$ cat config.mk
export PLATFORM = sky130hd
export DESIGN_NAME = multicycle_main_control
export DESIGN_NICKNAME = d
export VERILOG_FILES = /design/src/rtl/multicycle_ctrl_pkg.sv /design/src/rtl/multicycle_main_control_decode.sv /design/src/rtl/multicycle_main_control.sv
export SDC_FILE = /design/constraint.sdc
export NUM_CORES = 1
export LEC_CHECK = 0
export ABC_AREA = 1
export BUFFER_PORTS_ARGS = -buffer_cell sky130_fd_sc_hd__buf_2
export CORE_MARGIN = 2
export CORE_UTILIZATION = 23
export CTS_CLUSTER_SIZE = 16
export DETAILED_ROUTE_END_ITERATION = 10
export PLACE_DENSITY_LB_ADDON = 0.08
export SLEW_MARGIN = 10
export SYNTH_ARGS = -nofsm -noshare
export SYNTH_HDL_FRONTEND = slang
export SYNTH_SLANG_ARGS = --single-unit
$ cat constraint.sdc
create_clock -name clk -period 2.3 [get_ports clk]
set_clock_uncertainty 0.15 [all_clocks]
set_input_delay 0.46 -clock clk [delete_from_list [all_inputs] [get_ports clk]]
set_output_delay 0.46 -clock clk [all_outputs]
set_load 0.02 [all_outputs]
$ cat src/rtl/multicycle_ctrl_pkg.sv
// Shared encodings for the multi-cycle RV32I main control path: FSM states,
// opcode classes, PC-select codes, trap causes and the ALU_op constants.
package multicycle_ctrl_pkg;

  typedef enum logic [2:0] {
    ST_FETCH     = 3'd0,
    ST_DECODE    = 3'd1,
    ST_EXECUTE   = 3'd2,
    ST_MEM       = 3'd3,
    ST_WRITEBACK = 3'd4,
    ST_TRAP      = 3'd7
  } state_e;

  typedef enum logic [3:0] {
    CLS_R,
    CLS_I,
    CLS_LOAD,
    CLS_STORE,
    CLS_BRANCH,
    CLS_JAL,
    CLS_JALR,
    CLS_LUI,
    CLS_AUIPC,
    CLS_ILLEGAL
  } op_class_e;

  localparam logic [6:0] OPC_R      = 7'b0110011;
  localparam logic [6:0] OPC_I      = 7'b0010011;
  localparam logic [6:0] OPC_LOAD   = 7'b0000011;
  localparam logic [6:0] OPC_STORE  = 7'b0100011;
  localparam logic [6:0] OPC_BRANCH = 7'b1100011;
  localparam logic [6:0] OPC_JAL    = 7'b1101111;
  localparam logic [6:0] OPC_JALR   = 7'b1100111;
  localparam logic [6:0] OPC_LUI    = 7'b0110111;
  localparam logic [6:0] OPC_AUIPC  = 7'b0010111;

  localparam logic [6:0] F7_BASE   = 7'b0000000;
  localparam logic [6:0] F7_ALT    = 7'b0100000;
  localparam logic [6:0] F7_MULDIV = 7'b0000001;

  localparam logic [1:0] FPC_SEQ    = 2'b00;
  localparam logic [1:0] FPC_BRANCH = 2'b01;
  localparam logic [1:0] FPC_JALR   = 2'b10;

  localparam logic [1:0] CAUSE_NONE    = 2'b00;
  localparam logic [1:0] CAUSE_ILLEGAL = 2'b01;
  localparam logic [1:0] CAUSE_TIMEOUT = 2'b10;

  localparam logic [4:0] ALU_ADD = 5'b00000;
  localparam logic [4:0] ALU_SUB = 5'b01000;

  function automatic op_class_e classify(input logic [6:0] opcode);
    op_class_e cls;
    case (opcode)
      OPC_R:      cls = CLS_R;
      OPC_I:      cls = CLS_I;
      OPC_LOAD:   cls = CLS_LOAD;
      OPC_STORE:  cls = CLS_STORE;
      OPC_BRANCH: cls = CLS_BRANCH;
      OPC_JAL:    cls = CLS_JAL;
      OPC_JALR:   cls = CLS_JALR;
      OPC_LUI:    cls = CLS_LUI;
      OPC_AUIPC:  cls = CLS_AUIPC;
      default:    cls = CLS_ILLEGAL;
    endcase
    return cls;
  endfunction

endpackage

$ cat src/rtl/multicycle_main_control_decode.sv
// Purely combinational instruction decode: opcode class, legality and the
// ALU-side controls that the FSM presents during EXECUTE.
module mc_decode
  import multicycle_ctrl_pkg::*;
#(
  parameter bit ENABLE_M = 1'b0
) (
  input  logic [6:0] opcode_i,
  input  logic [2:0] funct3_i,
  input  logic [6:0] funct7_i,
  output op_class_e  op_class_o,
  output logic       illegal_o,
  output logic [4:0] alu_op_o,
  output logic [2:0] alu_branch_o,
  output logic       alu_src_o
);

  logic is_m;
  logic r_funct7_ok;

  assign is_m        = ENABLE_M && (funct7_i == F7_MULDIV);
  assign r_funct7_ok = (funct7_i == F7_BASE) || (funct7_i == F7_ALT) || is_m;

  always_comb begin
    op_class_o   = classify(opcode_i);
    illegal_o    = 1'b0;
    alu_op_o     = ALU_ADD;
    alu_branch_o = funct3_i;
    alu_src_o    = 1'b1;
    case (op_class_o)
      CLS_R: begin
        alu_src_o = 1'b0;
        illegal_o = !r_funct7_ok;
        alu_op_o  = is_m ? {2'b10, funct3_i} : {1'b0, funct7_i[5], funct3_i};
      end
      // Only the right shifts use bit 30 to pick arithmetic vs logical.
      CLS_I: alu_op_o = {1'b0, (funct3_i == 3'b101) ? funct7_i[5] : 1'b0, funct3_i};
      CLS_BRANCH: begin
        alu_src_o = 1'b0;
        alu_op_o  = ALU_SUB;
      end
      CLS_ILLEGAL: illegal_o = 1'b1;
      default: ;
    endcase
  end

endmodule

$ cat src/rtl/multicycle_main_control.sv
// Multi-cycle RV32I main control FSM: fetch/decode/execute/mem/writeback
// sequencing, memory timeout, stall freezing and sticky trap reporting.
module multicycle_main_control
  import multicycle_ctrl_pkg::*;
#(
  parameter bit          ENABLE_M    = 1'b0,
  parameter int unsigned MEM_TIMEOUT = 0,
  parameter logic [31:0] RESET_IR    = 32'h0000_0013
) (
  input  logic        clk,
  input  logic        reset,
  input  logic [31:0] instr_rdata,
  input  logic        mem_ready,
  input  logic        stall,
  output logic        mem_req,
  output logic        ir_write,
  output logic        pc_write,
  output logic        Branch,
  output logic        MemRead,
  output logic        MemtoReg,
  output logic [4:0]  ALU_op,
  output logic        MemWrite,
  output logic        ALUSrc,
  output logic [2:0]  alu_branch,
  output logic        RegWrite,
  output logic [1:0]  fetchPC,
  output logic        trap,
  output logic [1:0]  trap_cause,
  output logic [2:0]  state
);

  // Memory handshake: mem_req stays high from the first cycle of FETCH/MEM
  // until the cycle mem_ready is high; that cycle completes the transfer and
  // the FSM advances on the following edge. No request is ever withdrawn.

  localparam int CW = (MEM_TIMEOUT > 0) ? $clog2(MEM_TIMEOUT + 1) : 1;
  localparam logic [CW-1:0] TO_LIMIT = CW'(MEM_TIMEOUT);

  state_e          state_q, state_d;
  logic [31:0]     ir_q;
  logic [CW-1:0]   count_q, count_d, count_inc;
  logic            trap_q, trap_d;
  logic [1:0]      cause_q, cause_d;

  op_class_e       cls;
  logic            dec_illegal;
  logic [4:0]      dec_alu_op;
  logic [2:0]      dec_alu_branch;
  logic            dec_alu_src;
  logic            is_load;
  logic            stall_hold;
  logic            unused_ir_bits;

  mc_decode #(
    .ENABLE_M (ENABLE_M)
  ) u_decode (
    .opcode_i     (ir_q[6:0]),
    .funct3_i     (ir_q[14:12]),
    .funct7_i     (ir_q[31:25]),
    .op_class_o   (cls),
    .illegal_o    (dec_illegal),
    .alu_op_o     (dec_alu_op),
    .alu_branch_o (dec_alu_branch),
    .alu_src_o    (dec_alu_src)
  );

  assign unused_ir_bits = ^{ir_q[24:15], ir_q[11:7]};
  assign is_load        = (cls == CLS_LOAD);
  assign count_inc      = count_q + CW'(1);
  assign stall_hold     = stall && ((state_q == ST_DECODE) || (state_q == ST_EXECUTE) ||
                                    (state_q == ST_WRITEBACK));

  always_comb begin
    state_d    = state_q;
    trap_d     = trap_q;
    cause_d    = cause_q;
    mem_req    = 1'b0;
    ir_write   = 1'b0;
    pc_write   = 1'b0;
    Branch     = 1'b0;
    MemRead    = 1'b0;
    MemtoReg   = 1'b0;
    ALU_op     = ALU_ADD;
    MemWrite   = 1'b0;
    ALUSrc     = 1'b0;
    alu_branch = 3'b000;
    RegWrite   = 1'b0;
    fetchPC    = FPC_SEQ;

    case (state_q)
      ST_FETCH: begin
        mem_req = 1'b1;
        MemRead = 1'b1;
        if (mem_ready) begin
          ir_write = 1'b1;
          state_d  = ST_DECODE;
        end
      end
      ST_DECODE: begin
        if (!stall) begin
          if (dec_illegal) begin
            state_d = ST_TRAP;
            trap_d  = 1'b1;
            cause_d = CAUSE_ILLEGAL;
          end else begin
            state_d = ST_EXECUTE;
          end
        end
      end
      ST_EXECUTE: begin
        ALU_op     = dec_alu_op;
        ALUSrc     = dec_alu_src;
        alu_branch = dec_alu_branch;
        if (cls == CLS_BRANCH) begin
          // The datapath qualifies this PC update with the compare result.
          Branch   = 1'b1;
          pc_write = 1'b1;
          fetchPC  = FPC_BRANCH;
        end
        if (!stall) begin
          if (cls == CLS_BRANCH)                   state_d = ST_FETCH;
          else if (is_load || cls == CLS_STORE)    state_d = ST_MEM;
          else                                     state_d = ST_WRITEBACK;
        end
      end
      ST_MEM: begin
        mem_req  = 1'b1;
        MemRead  = is_load;
        MemWrite = !is_load;
        if (mem_ready) begin
          if (is_load) begin
            state_d = ST_WRITEBACK;
          end else begin
            pc_write = 1'b1;
            state_d  = ST_FETCH;
          end
        end
      end
      ST_WRITEBACK: begin
        RegWrite = 1'b1;
        MemtoReg = is_load;
        pc_write = 1'b1;
        case (cls)
          CLS_JAL:  fetchPC = FPC_BRANCH;
          CLS_JALR: fetchPC = FPC_JALR;
          default:  fetchPC = FPC_SEQ;
        endcase
        if (!stall) state_d = ST_FETCH;
      end
      ST_TRAP: ;
      default: state_d = ST_FETCH;
    endcase

    // A ready on the limit cycle completes normally: only unanswered cycles count.
    if ((MEM_TIMEOUT != 0) && mem_req && !mem_ready && (count_inc == TO_LIMIT)) begin
      state_d = ST_TRAP;
      trap_d  = 1'b1;
      cause_d = CAUSE_TIMEOUT;
    end

    if (stall_hold) begin
      RegWrite = 1'b0;
      pc_write = 1'b0;
      ir_write = 1'b0;
      MemWrite = 1'b0;
    end

    if (reset) begin
      mem_req    = 1'b0;
      ir_write   = 1'b0;
      pc_write   = 1'b0;
      Branch     = 1'b0;
      MemRead    = 1'b0;
      MemtoReg   = 1'b0;
      ALU_op     = '0;
      MemWrite   = 1'b0;
      ALUSrc     = 1'b0;
      alu_branch = '0;
      RegWrite   = 1'b0;
      fetchPC    = FPC_SEQ;
    end
  end

  always_comb begin
    count_d = '0;
    if ((MEM_TIMEOUT != 0) && mem_req && !mem_ready && (state_d == state_q)) begin
      count_d = count_inc;
    end
  end

  always_ff @(posedge clk) begin
    if (reset) begin
      state_q <= ST_FETCH;
      ir_q    <= RESET_IR;
      count_q <= '0;
      trap_q  <= 1'b0;
      cause_q <= CAUSE_NONE;
    end else begin
      state_q <= state_d;
      count_q <= count_d;
      trap_q  <= trap_d;
      cause_q <= cause_d;
      if (ir_write) ir_q <= instr_rdata;
    end
  end

  assign trap       = trap_q && !reset;
  assign trap_cause = reset ? CAUSE_NONE : cause_q;
  assign state      = reset ? 3'd0 : state_q;

endmodule

==> load_flow_metrics.sql, run 1 <==
INSERT INTO impl_metrics (metric_group, metric, value, unit) VALUES
('place', 'gp_congestion', '0.786', ''),
('power', 'power_switching_share', '47.7', '%'),
('clock_network', 'postCtsHoldBufs', '0', ''),
('floorplan', 'die_area', '6370', 'um^2'),
('grt', 'antenna_found_initial', '0', ''),
('timing', 'clock.fmax', '431', 'MHz'),
('power', 'combPwrFrac', '57.4', '%'),
('timing', 'final_max_slew_viol_count', '0', ''),
('clock_network', 'h_tree_depth', '1', ''),
('hold_path', 'hold_path.class', 'primary input to flip-flop', ''),
('power', 'max-vdd-ir-drop', '0.402', 'mV'),
('detailed_routing', 'detail_route.wirelength', '3750', 'um'),
('clock_network', 'clock_insertion_delay_worst_skew', '0.27', 'ns'),
('status', 'violations_in_the_final_reports', 'setup timing', ''),
('logic_synthesis', 'syn-instance-count', '213', ''),
('detailed_routing', 'number_of_drc_violations_after_detailed_routing', '0', ''),
('logic_synthesis', 'synth_seq_cells', '21', ''),
('floorplan', 'core.rowCount', '27', ''),
('worst_setup_path', 'timing.critical_path.mode_cell', 'nand2_1', ''),
('worst_setup_path', 'critical_path_arrival', '1.71', 'ns'),
('status', 'run_status', 'complete, but fails checks', ''),
('layout', 'final_layout_size_suffix_gt1_share', '45.1', '%'),
('timing', 'max_slew_margin', '65.5', '%'),
('grt', 'met2_usage', '20.8', '%'),
('place', 'preCtsSetupSlack', '0.206', 'ns'),
('logic_synthesis', 'post_synth_instance_area', '1320', 'um^2'),
('floorplan', 'floorplan.die.height', '79.8', 'um'),
('grt', 'gr-usage-met1', '16.4', '%'),
('worst_setup_path', 'cell_family_with_most_cp_delay', 'simple AND/OR/NAND/NOR gates', ''),
('layout', 'final_design_area_no_fill', '1850', 'um^2'),
('layout', 'most_frequent_cells_in_the_layout', 'nor2_1 (51), nand2_1 (42), buf_2 (36), buf_4 (21), inv_1 (14)', ''),
('worst_setup_path', 'required_arrival_time_at_the_worst_endpoint', '1.69', 'ns'),
('detailed_routing', 'drt-pass1-iter-count', '4', ''),
('floorplan', 'die_w', '79.8', 'um'),
('timing', 'hold_violations', '0', ''),
('detailed_routing', 'drt.antenna.violating_nets', '0', ''),
('grt', 'groute.layer.met3.usage', '2.49', '%'),
('clock_network', 'tritoncts', 'done', ''),
('power', 'p_clk_share', '13.1', '%'),
('floorplan', 'starting_utilization_of_the_core_area', '23.9', '%'),
('logic_synthesis', 'ys_warn_count', '0', ''),
('grt', 'grt_start_max_net_pins', '24', ''),
('logic_synthesis', 'share_of_the_yosys_chip_area_belonging_to_registers', '31.8', '%'),
('power', 'internal_power', '0.00104', 'W'),
('timing', 'setup_tns', '-0.0402', 'ns'),
('floorplan', 'placeableCoreArea', '5540', 'um^2'),
('worst_setup_path', 'cpPeakStageDelay', '0.35', 'ns'),
('worst_setup_path', 'critPathBufInv', '2', ''),
('worst_setup_path', 'critical_path_peak_fanout', '3', ''),
('grt', 'grt_pass1_vias', '1418', ''),
('floorplan', 'i_o_pin_count', '61', ''),
('power', 'p_leak', '0.939', 'nW'),
('grt', 'globalRouteTotalUtil', '12.5', '%'),
('clock_network', 'cts_made_buffers', '3', ''),
('timing', 'fin_crit_sh', '101', '%'),
('detailed_routing', 'average_detailed_routed_wire_length_per_instance', '11.1', 'um'),
('timing', 'setup_viol_count_final', '3', ''),
('logic_synthesis', 'post_synth.cell_area_avg', '6.21', 'um^2'),
('worst_setup_path', 'cp_slowest_cell', 'dfxtp_2', ''),
('layout', 'syn_to_final_growth', '39.5', '%'),
('layout', 'final_common_cell', 'nor2_1', ''),
('detailed_routing', 'drt_iter0_drc', '54', ''),
('clock_network', 'root_buffer', 'clkbuf_8', ''),
('worst_setup_path', 'setup.worst_path.start_class', 'flip-flop', ''),
('worst_setup_path', 'critical_path_class', 'flip-flop to primary output', ''),
('grt', 'global_route.overflow_total', '0', ''),
('layout', 'diodes', '0', ''),
('clock_network', 'clk_pin_slew_worst_paths', '0.09', 'ns'),
('power', 'power_switching', '0.000947', 'W'),
('timing', 'final.setup.worst_slack', '-0.0194', 'ns'),
('clock_network', 'clkSinkCount', '21', '');
## cells by family after synthesis
group,Yosys count,share of synthesized area (%)
and+or+nand+nor,132,42.1
buffers and inverters,31,10.5
AOI/OAI and AO/OA,28,15.3
DFF,21,31.8
other,1,0.284
## worst paths after layout
check	slack, ns	cells after the start	end	from
worst max register to register	0.59	14	state_q[0]	ir_q[6]
worst max-delay path	-0.02	12	ALU_op[0]	ir_q[6]
worst min-delay path	0.25	3	ir_q[1]	instr_rdata[1]
worst min register to register	0.33	2	ir_q[31]	ir_q[31]
## layout make-up
class	instances	area, um^2
clock buffer	3	41.3
clock inverter	1	7.51
fill	659	3690
inverter	22	82.6
multi-input combinational	162	853
sequential	21	433
tap	72	90.1
timing repair buffer	57	338
## power groups by stage
stage / combinational, W / sequential [W] / clock, W
after detailed placement: 0.000979 / 0.000568 / 0
after floorplan: 0.000760 / 0.000549 / 0
after global placement: 0.000988 / 0.000573 / 0
after CTS: 0.00107 / 0.000576 / 0.000272
after global routing: 0.00130 / 0.000602 / 0.000285
final: 0.00114 / 0.000586 / 0.000261
## sequential cells by signal (all words and copies together), names as in the netlist
name / cells
cause_q: 1
ir_q: 17
state_q: 3
## through the flow
step | util [%] | cells | hold WS, ns | total power, W
2_1_floorplan | - | 214 | 0.299 | 0.00131
3_3_place_gp | 29.3 | 326 | 0.318 | 0.00156
3_5_place_dp | 29.3 | 326 | 0.318 | 0.00155
4_1_cts | 31.8 | 334 | 0.246 | 0.00192
5_1_grt | 33.3 | 338 | 0.258 | 0.00219
6_report | 33.3 | 338 | 0.248 | 0.00199
## metal layers
layer	up-vias	wire length, um	part of all wire [%]
met1	621	1850	49
met2	32	1670	45
met5	-	0	0
met4	0	27	0.72
met3	2	202	5.4
li1	776	-	-
## synthesized netlist by cell type (all sizes together)
master,number,area (um^2)
clkbuf,1,3.75
inv,22,82.6
a211oi,7,87.6
a31oi,1,6.26
o211ai,1,7.51
o21ai,12,60.1
dfxtp,21,420
nor3,4,25.0
nand4,3,18.8
buf,8,52.5
nor2,62,253
nand3,5,25.0
nand2,57,229
a21oi,4,20.0
or2,1,6.26
o311ai,1,8.76
o22ai,2,12.5
conb,1,3.75
## tightest hold or removal path, cell delays in order
cell and delay [ns]:
buf_2 0.07, nand2_1 0.04, nand3_1 0.06
## what timing repair did
| action | 4_1_cts | 5_1_grt |
|---|---|---|
| pin swaps | 3 | 7 |
| setup buffers | 4 | 4 |
| gates resized for setup | 23 | 22 |
| setup endpoints to repair | 5 | 8 |
Power figures use the tool's default switching activity.
==> inputs of run 2 (changes only) <==
--- a/config.mk
+++ b/config.mk
@@ -11,7 +11,7 @@
 export CORE_UTILIZATION = 23
 export CTS_CLUSTER_SIZE = 16
 export DETAILED_ROUTE_END_ITERATION = 10
-export PLACE_DENSITY_LB_ADDON = 0.08
+export PLACE_DENSITY = 0.55
 export SLEW_MARGIN = 10
 export SYNTH_ARGS = -nofsm -noshare
 export SYNTH_HDL_FRONTEND = slang
==> load_flow_metrics.sql, run 2 (synthesis results as in run 1) <==
INSERT INTO impl_metrics (metric_group, metric, value, unit) VALUES
('status', 'run_status', 'completed', ''),
('grt', 'antenna_found_initial', '0', ''),
('detailed_routing', 'number_of_drc_violations_after_detailed_routing', '0', ''),
('place', 'port_buffers', '43', ''),
('power', 'p_leak', '0.932', 'nW'),
('detailed_routing', 'drt_iter0_drc', '66', ''),
('floorplan', 'starting_utilization_of_the_core_area', '23.9', '%'),
('clock_network', 'root_buffer', 'clkbuf_8', ''),
('layout', 'fillers', '642', ''),
('timing', 'clock.fmax', '439', 'MHz'),
('worst_setup_path', 'required_arrival_time_at_the_worst_endpoint', '1.69', 'ns'),
('floorplan', 'die_area', '6370', 'um^2'),
('place', 'preCtsSetupSlack', '0.212', 'ns'),
('layout', 'area_used_by_multi_input_combinational_logic', '852', 'um^2'),
('worst_setup_path', 'ff2ff_setup_slack', '0.62', 'ns'),
('power', 'combPwrFrac', '57.9', '%'),
('clock_network', 'h_tree_depth', '1', ''),
('detailed_routing', 'drt-pass1-iter-count', '4', ''),
('timing', 'period_needed', '2.28', 'ns'),
('hold_path', 'timing.hold.worst_path_depth', '3', ''),
('power', 'power_frac_seq', '29.3', '%'),
('timing', 'fin_crit_sh', '99.1', '%'),
('power', 'power_switching_share', '47.1', '%'),
('clock_network', 'clock_insertion_delay_worst_skew', '0.26', 'ns'),
('worst_setup_path', 'path_cells', 'inv_1 -> nand2_2 -> nor2_4 -> nand2_1 -> nand2_1 -> nor2_1 -> nand2_2 -> nand2_1 -> nor2_1 -> nand2_1 -> nor2_1 -> buf_4', ''),
('grt', 'grt_first_pass_wirelength', '5930', 'um'),
('detailed_routing', 'average_detailed_routed_wire_length_per_instance', '10.5', 'um'),
('clock_network', 'cts_made_buffers', '3', ''),
('timing', 'final.setup.worst_slack', '0.0208', 'ns'),
('floorplan', 'floorplan.die.height', '79.8', 'um'),
('worst_setup_path', 'critical_path_class', 'flip-flop to primary output', ''),
('place', 'gp_congestion', '0.861', ''),
('worst_setup_path', 'critical_path_peak_fanout', '5', ''),
('detailed_routing', 'detail_route.wirelength', '3580', 'um'),
('power', 'internal_power', '0.00104', 'W'),
('timing', 'rsz0062_at_grt', 'yes', ''),
('grt', 'globalRouteTotalUtil', '11.7', '%'),
('power', 'power_density', '1060', 'nW/um^2'),
('worst_setup_path', 'critPathBufInv', '2', ''),
('clock_network', 'tritoncts', 'done', ''),
('clock_network', 'clk_path_buf_depth', '2', ''),
('grt', 'global_route.overflow_total', '0', ''),
('power', 'power_switching', '0.000925', 'W'),
('detailed_routing', 'num_vias', '1480', ''),
('timing', 'finalHoldWorstSlack', '0.256', 'ns'),
('detailed_routing', 'drt.antenna.violating_nets', '0', ''),
('timing', 'hold_violations', '0', ''),
('worst_setup_path', 'category_of_the_worst_setup_path_capture_point', 'primary output', ''),
('worst_setup_path', 'critical_path_arrival', '1.67', 'ns'),
('hold_path', 'hold_path.class', 'primary input to flip-flop', ''),
('worst_setup_path', 'r2r-start', 'state_q[0]', ''),
('clock_network', 'clkSinkCount', '21', ''),
('hold_path', 'worst_hold_path.endpoint', 'ir_q[1]', ''),
('job', 'max-cap-violations', '0', ''),
('grt', 'grt_start_max_net_pins', '24', ''),
('floorplan', 'die_w', '79.8', 'um'),
('layout', 'design.final.nets', '305', ''),
('worst_setup_path', 'setup.worst_path.start_class', 'flip-flop', ''),
('place', 'detailed_place_hpwl', '2750', 'um'),
('layout', 'largest_register_ff_count', '17', ''),
('power', 'p_clk_share', '12.8', '%'),
('floorplan', 'placeableCoreArea', '5540', 'um^2'),
('layout', 'final_layout_size_suffix_gt1_share', '44.0', '%'),
('power', 'max-vdd-ir-drop', '0.313', 'mV'),
('layout', 'final_common_cell', 'nor2_1', ''),
('layout', 'top_reg_by_flops', 'ir_q', ''),
('worst_setup_path', 'cell_family_with_most_cp_delay', 'simple AND/OR/NAND/NOR gates', ''),
('worst_setup_path', 'timing.critical_path.mode_cell', 'nand2_1', ''),
('layout', 'syn_to_final_growth', '40.6', '%'),
('floorplan', 'core.rowCount', '27', ''),
('detailed_routing', 'viasPerCell', '4.35', ''),
('hold_path', 'hp-start', 'instr_rdata[1]', ''),
('clock_network', 'clk_pin_slew_worst_paths', '0.08', 'ns'),
('layout', 'diodes', '0', ''),
('grt', 'grt_pass1_vias', '1407', ''),
('timing', 'final_max_slew_viol_count', '0', ''),
('layout', 'top_regs', 'ir_q: 17 flops, state_q: 3 flops, cause_q: 1 flops', ''),
('timing', 'setup_viol_count_final', '0', ''),
('worst_setup_path', 'reg2reg_depth', '7', ''),
('layout', 'most_frequent_cells_in_the_layout', 'nor2_1 (52), nand2_1 (39), buf_2 (36), buf_4 (22), nand2_2 (16)', ''),
('floorplan', 'i_o_pin_count', '61', ''),
('worst_setup_path', 'cp_slowest_cell', 'dfxtp_2', ''),
('layout', 'final-seq-area', '429', 'um^2'),
('worst_setup_path', 'critical_path.reg2reg.endpoint', 'ir_q[6]', ''),
('worst_setup_path', 'cpPeakStageDelay', '0.34', 'ns');
[run 2: cell count changes in the layout (fill, tap and decap cells not counted), moves of 2 or more]
cell and change:
o21ai_2 -2, o21ai_1 +3, dfxtp_2 -3, nor3_2 -2, nor2_2 -2, nor3_1 +2
nand2_1 -3, dfxtp_1 +3, nand2_2 +4
[run 2: layout make-up]
| class | count | area share, % |
|---|---|---|
| multi-input combinational | 162 | 45.8 |
| sequential | 21 | 23.1 |
| timing repair buffer | 59 | 19.2 |
| tap | 72 | 4.85 |
| inverter | 22 | 4.44 |
| clock buffer | 3 | 2.22 |
| clock inverter | 1 | 0.404 |
[run 2: worst min-delay path, stage by stage]
cell	delay [ns]
buf_2	0.07
nand2_1	0.04
nand3_1	0.06
[run 2: how the worst max path moves through the flow]
stage / startpoint / end / slack [ns] / cells past startpoint
after floorplan: reset / fetchPC[0] / 0.08 / 4
after global placement: ir_q[3] / ALU_op[0] / 0.24 / 9
after detailed placement: ir_q[3] / ALU_op[2] / 0.21 / 9
after CTS: ir_q[3] / ALU_op[2] / -0.01 / 12
after global routing: ir_q[0] / ALU_op[2] / -0.16 / 11
final: ir_q[4] / ALU_op[2] / 0.02 / 12
[run 2: routing by layer]
metal,track usage [%],vias up,share of wire [%],wire (um)
met3,2.71,4,5.4,195
met1,14.1,656,45,1620
met4,2.54,0,1.1,38
met2,21.0,38,48,1730
li1,-,782,-,-
met5,0,-,0,0
[run 2: power groups by stage]
stage / registers, W / logic (W) / clock network, W
detailed placement: 0.000568 / 0.000957 / 0
finish: 0.000576 / 0.00114 / 0.000250
global route: 0.000594 / 0.00128 / 0.000282
floorplan: 0.000549 / 0.000760 / 0
CTS: 0.000576 / 0.00106 / 0.000262
global placement: 0.000565 / 0.000952 / 0
[run 2: timing repair]
item / 4_1_cts / 5_1_grt
setup endpoints to repair: 4 / 9
hold buffers: 0 / 0
pin swaps: 7 / 6
hold endpoints to repair: 0 / 0
setup buffers: 8 / 3
resized for setup: 25 / 18
[run 2: per-stage QoR]
stage	power [W]	utilization (%)	std cells	instance area, um^2	setup TNS, ns
after detailed placement	0.00152	29.2	325	1620	0
after floorplan	0.00131	-	214	1330	0
after CTS	0.00190	32.2	337	1790	-0.0124
after global placement	0.00152	29.2	325	1620	0
final	0.00196	33.6	340	1860	0
after global routing	0.00216	33.6	340	1860	-0.768
==> inputs of run 3 (changes only) <==
--- a/config.mk
+++ b/config.mk
@@ -11,8 +11,9 @@
 export CORE_UTILIZATION = 23
 export CTS_CLUSTER_SIZE = 16
 export DETAILED_ROUTE_END_ITERATION = 10
-export PLACE_DENSITY = 0.55
+export PLACE_DENSITY = 0.54
 export SLEW_MARGIN = 10
 export SYNTH_ARGS = -nofsm -noshare
 export SYNTH_HDL_FRONTEND = slang
+export SYNTH_HIERARCHICAL = 1
 export SYNTH_SLANG_ARGS = --single-unit
==> load_flow_metrics.sql, run 3 <==
INSERT INTO impl_metrics (metric_group, metric, value, unit) VALUES
('status', 'run_status', 'complete, but fails checks', ''),
('status', 'violations_in_the_final_reports', 'setup timing', ''),
('logic_synthesis', 'share_of_the_yosys_chip_area_belonging_to_registers', '28.8', '%'),
('place', 'preCtsSetupSlack', '-0.118', 'ns'),
('worst_setup_path', 'path_cells', 'nor2_2 -> nand2_4 -> or2_4 -> nand2_1 -> nor2_1 -> nand2_2 -> inv_2 -> nand3_2 -> inv_2 -> nor2_2 -> nand2_1 -> a31oi_2 -> buf_4', ''),
('logic_synthesis', 'post_synth_main_area_contributors', 'dfxtp_1 (29%), nand2_1 (15%), inv_1 (9.0%)', ''),
('detailed_routing', 'average_detailed_routed_wire_length_per_instance', '9.82', 'um'),
('detailed_routing', 'viasPerCell', '4.22', ''),
('timing', 'rsz0062_at_grt', 'yes', ''),
('layout', 'syn_to_final_growth', '39.5', '%'),
('timing', 'final.setup.worst_slack', '-0.271', 'ns'),
('floorplan', 'floorplan.die.height', '83.6', 'um'),
('detailed_routing', 'drt.antenna.violating_nets', '0', ''),
('logic_synthesis', 'asr_flop_ratio_synth', '0', '%'),
('clock_network', 'clk_pin_slew_worst_paths', '0.08', 'ns'),
('logic_synthesis', 'post_synth_instance_area', '1460', 'um^2'),
('worst_setup_path', 'critical_path_arrival', '1.96', 'ns'),
('layout', 'top_reg_by_flops', 'ir_q', ''),
('logic_synthesis', 'synth.lib_cells_used.distinct', '33', ''),
('clock_network', 'clkSinkCount', '21', ''),
('timing', 'finalHoldWorstSlack', '0.239', 'ns'),
('grt', 'grt_first_pass_wirelength', '6270', 'um'),
('logic_synthesis', 'ys_warn_count', '6', ''),
('worst_setup_path', 'required_arrival_time_at_the_worst_endpoint', '1.69', 'ns'),
('detailed_routing', 'number_of_drc_violations_after_detailed_routing', '0', ''),
('timing', 'final_max_slew_viol_count', '0', ''),
('clock_network', 'cts_made_buffers', '3', ''),
('logic_synthesis', 'netlist.top_cell.by_area', 'dfxtp_1', ''),
('timing', 'fin_crit_sh', '112', '%'),
('clock_network', 'h_tree_depth', '1', ''),
('logic_synthesis', 'synth_flop_cell', 'dfxtp_1', ''),
('timing', 'clock.fmax', '389', 'MHz'),
('detailed_routing', 'num_vias', '1556', ''),
('layout', 'largest_register_ff_count', '17', ''),
('floorplan', 'die_area', '7000', 'um^2'),
('floorplan', 'starting_utilization_of_the_core_area', '23.4', '%'),
('logic_synthesis', 'synth_fp_nets', '274', ''),
('grt', 'grt_start_max_net_pins', '33', ''),
('worst_setup_path', 'category_of_the_worst_setup_path_capture_point', 'primary output', ''),
('power', 'max-vdd-ir-drop', '0.246', 'mV'),
('clock_network', 'tritoncts', 'done', ''),
('hold_path', 'hp-start', 'instr_rdata[29]', ''),
('worst_setup_path', 'setup.worst_path.start_class', 'flip-flop', ''),
('grt', 'globalRouteTotalUtil', '10.5', '%'),
('clock_network', 'clock_insertion_delay_worst_skew', '0.26', 'ns'),
('logic_synthesis', 'yosys-top-cells-count', 'nand2_1 (58), inv_1 (35), nor2_1 (35)', ''),
('logic_synthesis', 'syn-instance-count', '238', ''),
('detailed_routing', 'drt_iter0_drc', '61', ''),
('layout', 'fillers', '710', ''),
('place', 'place_inst', '363', ''),
('timing', 'hold_violations', '0', ''),
('worst_setup_path', 'cpPeakStageDelay', '0.37', 'ns'),
('worst_setup_path', 'critical_path_class', 'flip-flop to primary output', ''),
('floorplan', 'i_o_pin_count', '61', ''),
('detailed_routing', 'detail_route.wirelength', '3620', 'um'),
('place', 'detailed_place_hpwl', '2830', 'um'),
('logic_synthesis', 'synth_enable_flop_cells', '0', ''),
('floorplan', 'core.rowCount', '29', ''),
('timing', 'period_needed', '2.57', 'ns'),
('logic_synthesis', 'post_synth.cell_area_avg', '6.13', 'um^2'),
('floorplan', 'die_w', '83.6', 'um'),
('layout', 'most_frequent_cells_in_the_layout', 'nand2_1 (54), buf_2 (33), nor2_1 (30), inv_1 (27), buf_4 (24)', ''),
('clock_network', 'clk_path_buf_depth', '2', ''),
('grt', 'global_route.overflow_total', '0', ''),
('layout', 'final_common_cell', 'nand2_1', ''),
('layout', 'diodes', '0', ''),
('worst_setup_path', 'cp_slowest_cell', 'dfxtp_4', ''),
('logic_synthesis', 'most_repeated_cell_in_the_gate_level_netlist_after_synthesis', 'nand2_1', ''),
('hold_path', 'hold_path.class', 'primary input to flip-flop', ''),
('job', 'max-cap-violations', '0', ''),
('grt', 'globalRoute.busiestLayer', 'met2', ''),
('layout', 'design.final.nets', '329', ''),
('logic_synthesis', 'portion_of_synthesized_cell_area_occupied_by_the_leading_cell_type', '28.8', '%'),
('detailed_routing', 'drt-pass1-iter-count', '4', ''),
('grt', 'groute.layer.met3.usage', '1.38', '%'),
('floorplan', 'placeableCoreArea', '6240', 'um^2'),
('power', 'power_density', '925', 'nW/um^2'),
('power', 'p_leak', '0.958', 'nW'),
('layout', 'finish.cell_count_without_fillers', '369', ''),
('layout', 'final_layout_size_suffix_gt1_share', '40.4', '%'),
('worst_setup_path', 'cell_family_with_most_cp_delay', 'simple AND/OR/NAND/NOR gates', ''),
('logic_synthesis', 'synth_seq_cells', '21', ''),
('worst_setup_path', 'critPathBufInv', '3', ''),
('grt', 'gr-usage-met1', '14.5', '%'),
('timing', 'setup_tns', '-1.12', 'ns'),
('place', 'gp_congestion', '0.830', ''),
('grt', 'grt_pass1_vias', '1422', ''),
('place', 'place_area', '1830', 'um^2'),
('timing', 'setup_viol_count_final', '7', ''),
('clock_network', 'root_buffer', 'clkbuf_8', ''),
('layout', 'top_regs', 'ir_q: 17 flops, state_q: 3 flops, cause_q: 1 flops', ''),
('grt', 'antenna_found_initial', '0', ''),
('worst_setup_path', 'critical_path_peak_fanout', '5', ''),
('place', 'port_buffers', '43', ''),
('worst_setup_path', 'critPathLaunch', 'ir_q[3]', ''),
('grt', 'met2_usage', '16.8', '%'),
('layout', 'final_design_area_no_fill', '2040', 'um^2'),
('worst_setup_path', 'r2r-start', 'ir_q[3]', '');
-- run 3: cell types whose count changed in the layout (fill, tap and decap cells not counted), sizes merged, moves of 4 or more --
cell / change
nor2: -23
inv: +15
a21oi: +4
buf: +4
nand3: +16
a211oi: -7
o21ai: +6
-- run 3: logic make-up after synthesis --
kind of cell | count (synthesis) | synth area share (%)
flip-flops | 21 | 28.8
AO/OA/AOI/OAI | 36 | 15.1
other | 2 | 0.515
AND/OR/NAND/NOR | 129 | 40.3
buffers and inverters | 50 | 15.3
-- run 3: worst paths after layout --
path / endpoint / slack (ns) / depth (start not counted)
min reg2reg: ir_q[0] / 0.32 / 2
min: ir_q[29] / 0.24 / 3
max: pc_write / -0.27 / 13
max reg2reg: state_q[1] / 0.40 / 12
-- run 3: cell type report --
class                           instances  area, um^2  area share (%)
Multi-Input combinational cell        167         902            44.3
Sequential cell                        21         437            21.5
Timing Repair Buffer                   63         413            20.3
Inverter                               37         139            6.82
Tap cell                               77        96.3            4.73
Clock buffer                            3        41.3            2.03
Clock inverter                          1        7.51           0.369
-- run 3: what timing repair did --
action | CTS | global route
setup buffers | 4 | 0
endpoints found under the setup margin | 9 | 13
gates resized for setup | 34 | 20
pin swaps | 19 | 7
gates cloned | 0 | 0
hold buffers | 0 | 0
-- run 3: tightest hold or removal path: stages --
cell     delay [ns]
buf_2          0.08
nand2_1        0.04
o21ai_0        0.05
-- run 3: metrics by stage --
step / utilization (%) / total power, W
2_1_floorplan: - / 0.00126
3_3_place_gp: 29.3 / 0.00152
3_5_place_dp: 29.3 / 0.00152
4_1_cts: 31.6 / 0.00184
5_1_grt: 32.6 / 0.00207
6_report: 32.6 / 0.00188
-- run 3: metal layers --
layer | vias up | wire length, um
met5 | - | 0
met1 | 669 | 1810
met4 | 0 | 35
met3 | 2 | 131
li1 | 851 | -
met2 | 34 | 1650
-- run 3: report_power, final --
group          leakage [nW]  internal, W  switching (W)
combinational         0.763     0.000429       0.000651
sequential            0.174     0.000462      0.0000938
clock                0.0217     0.000122       0.000124
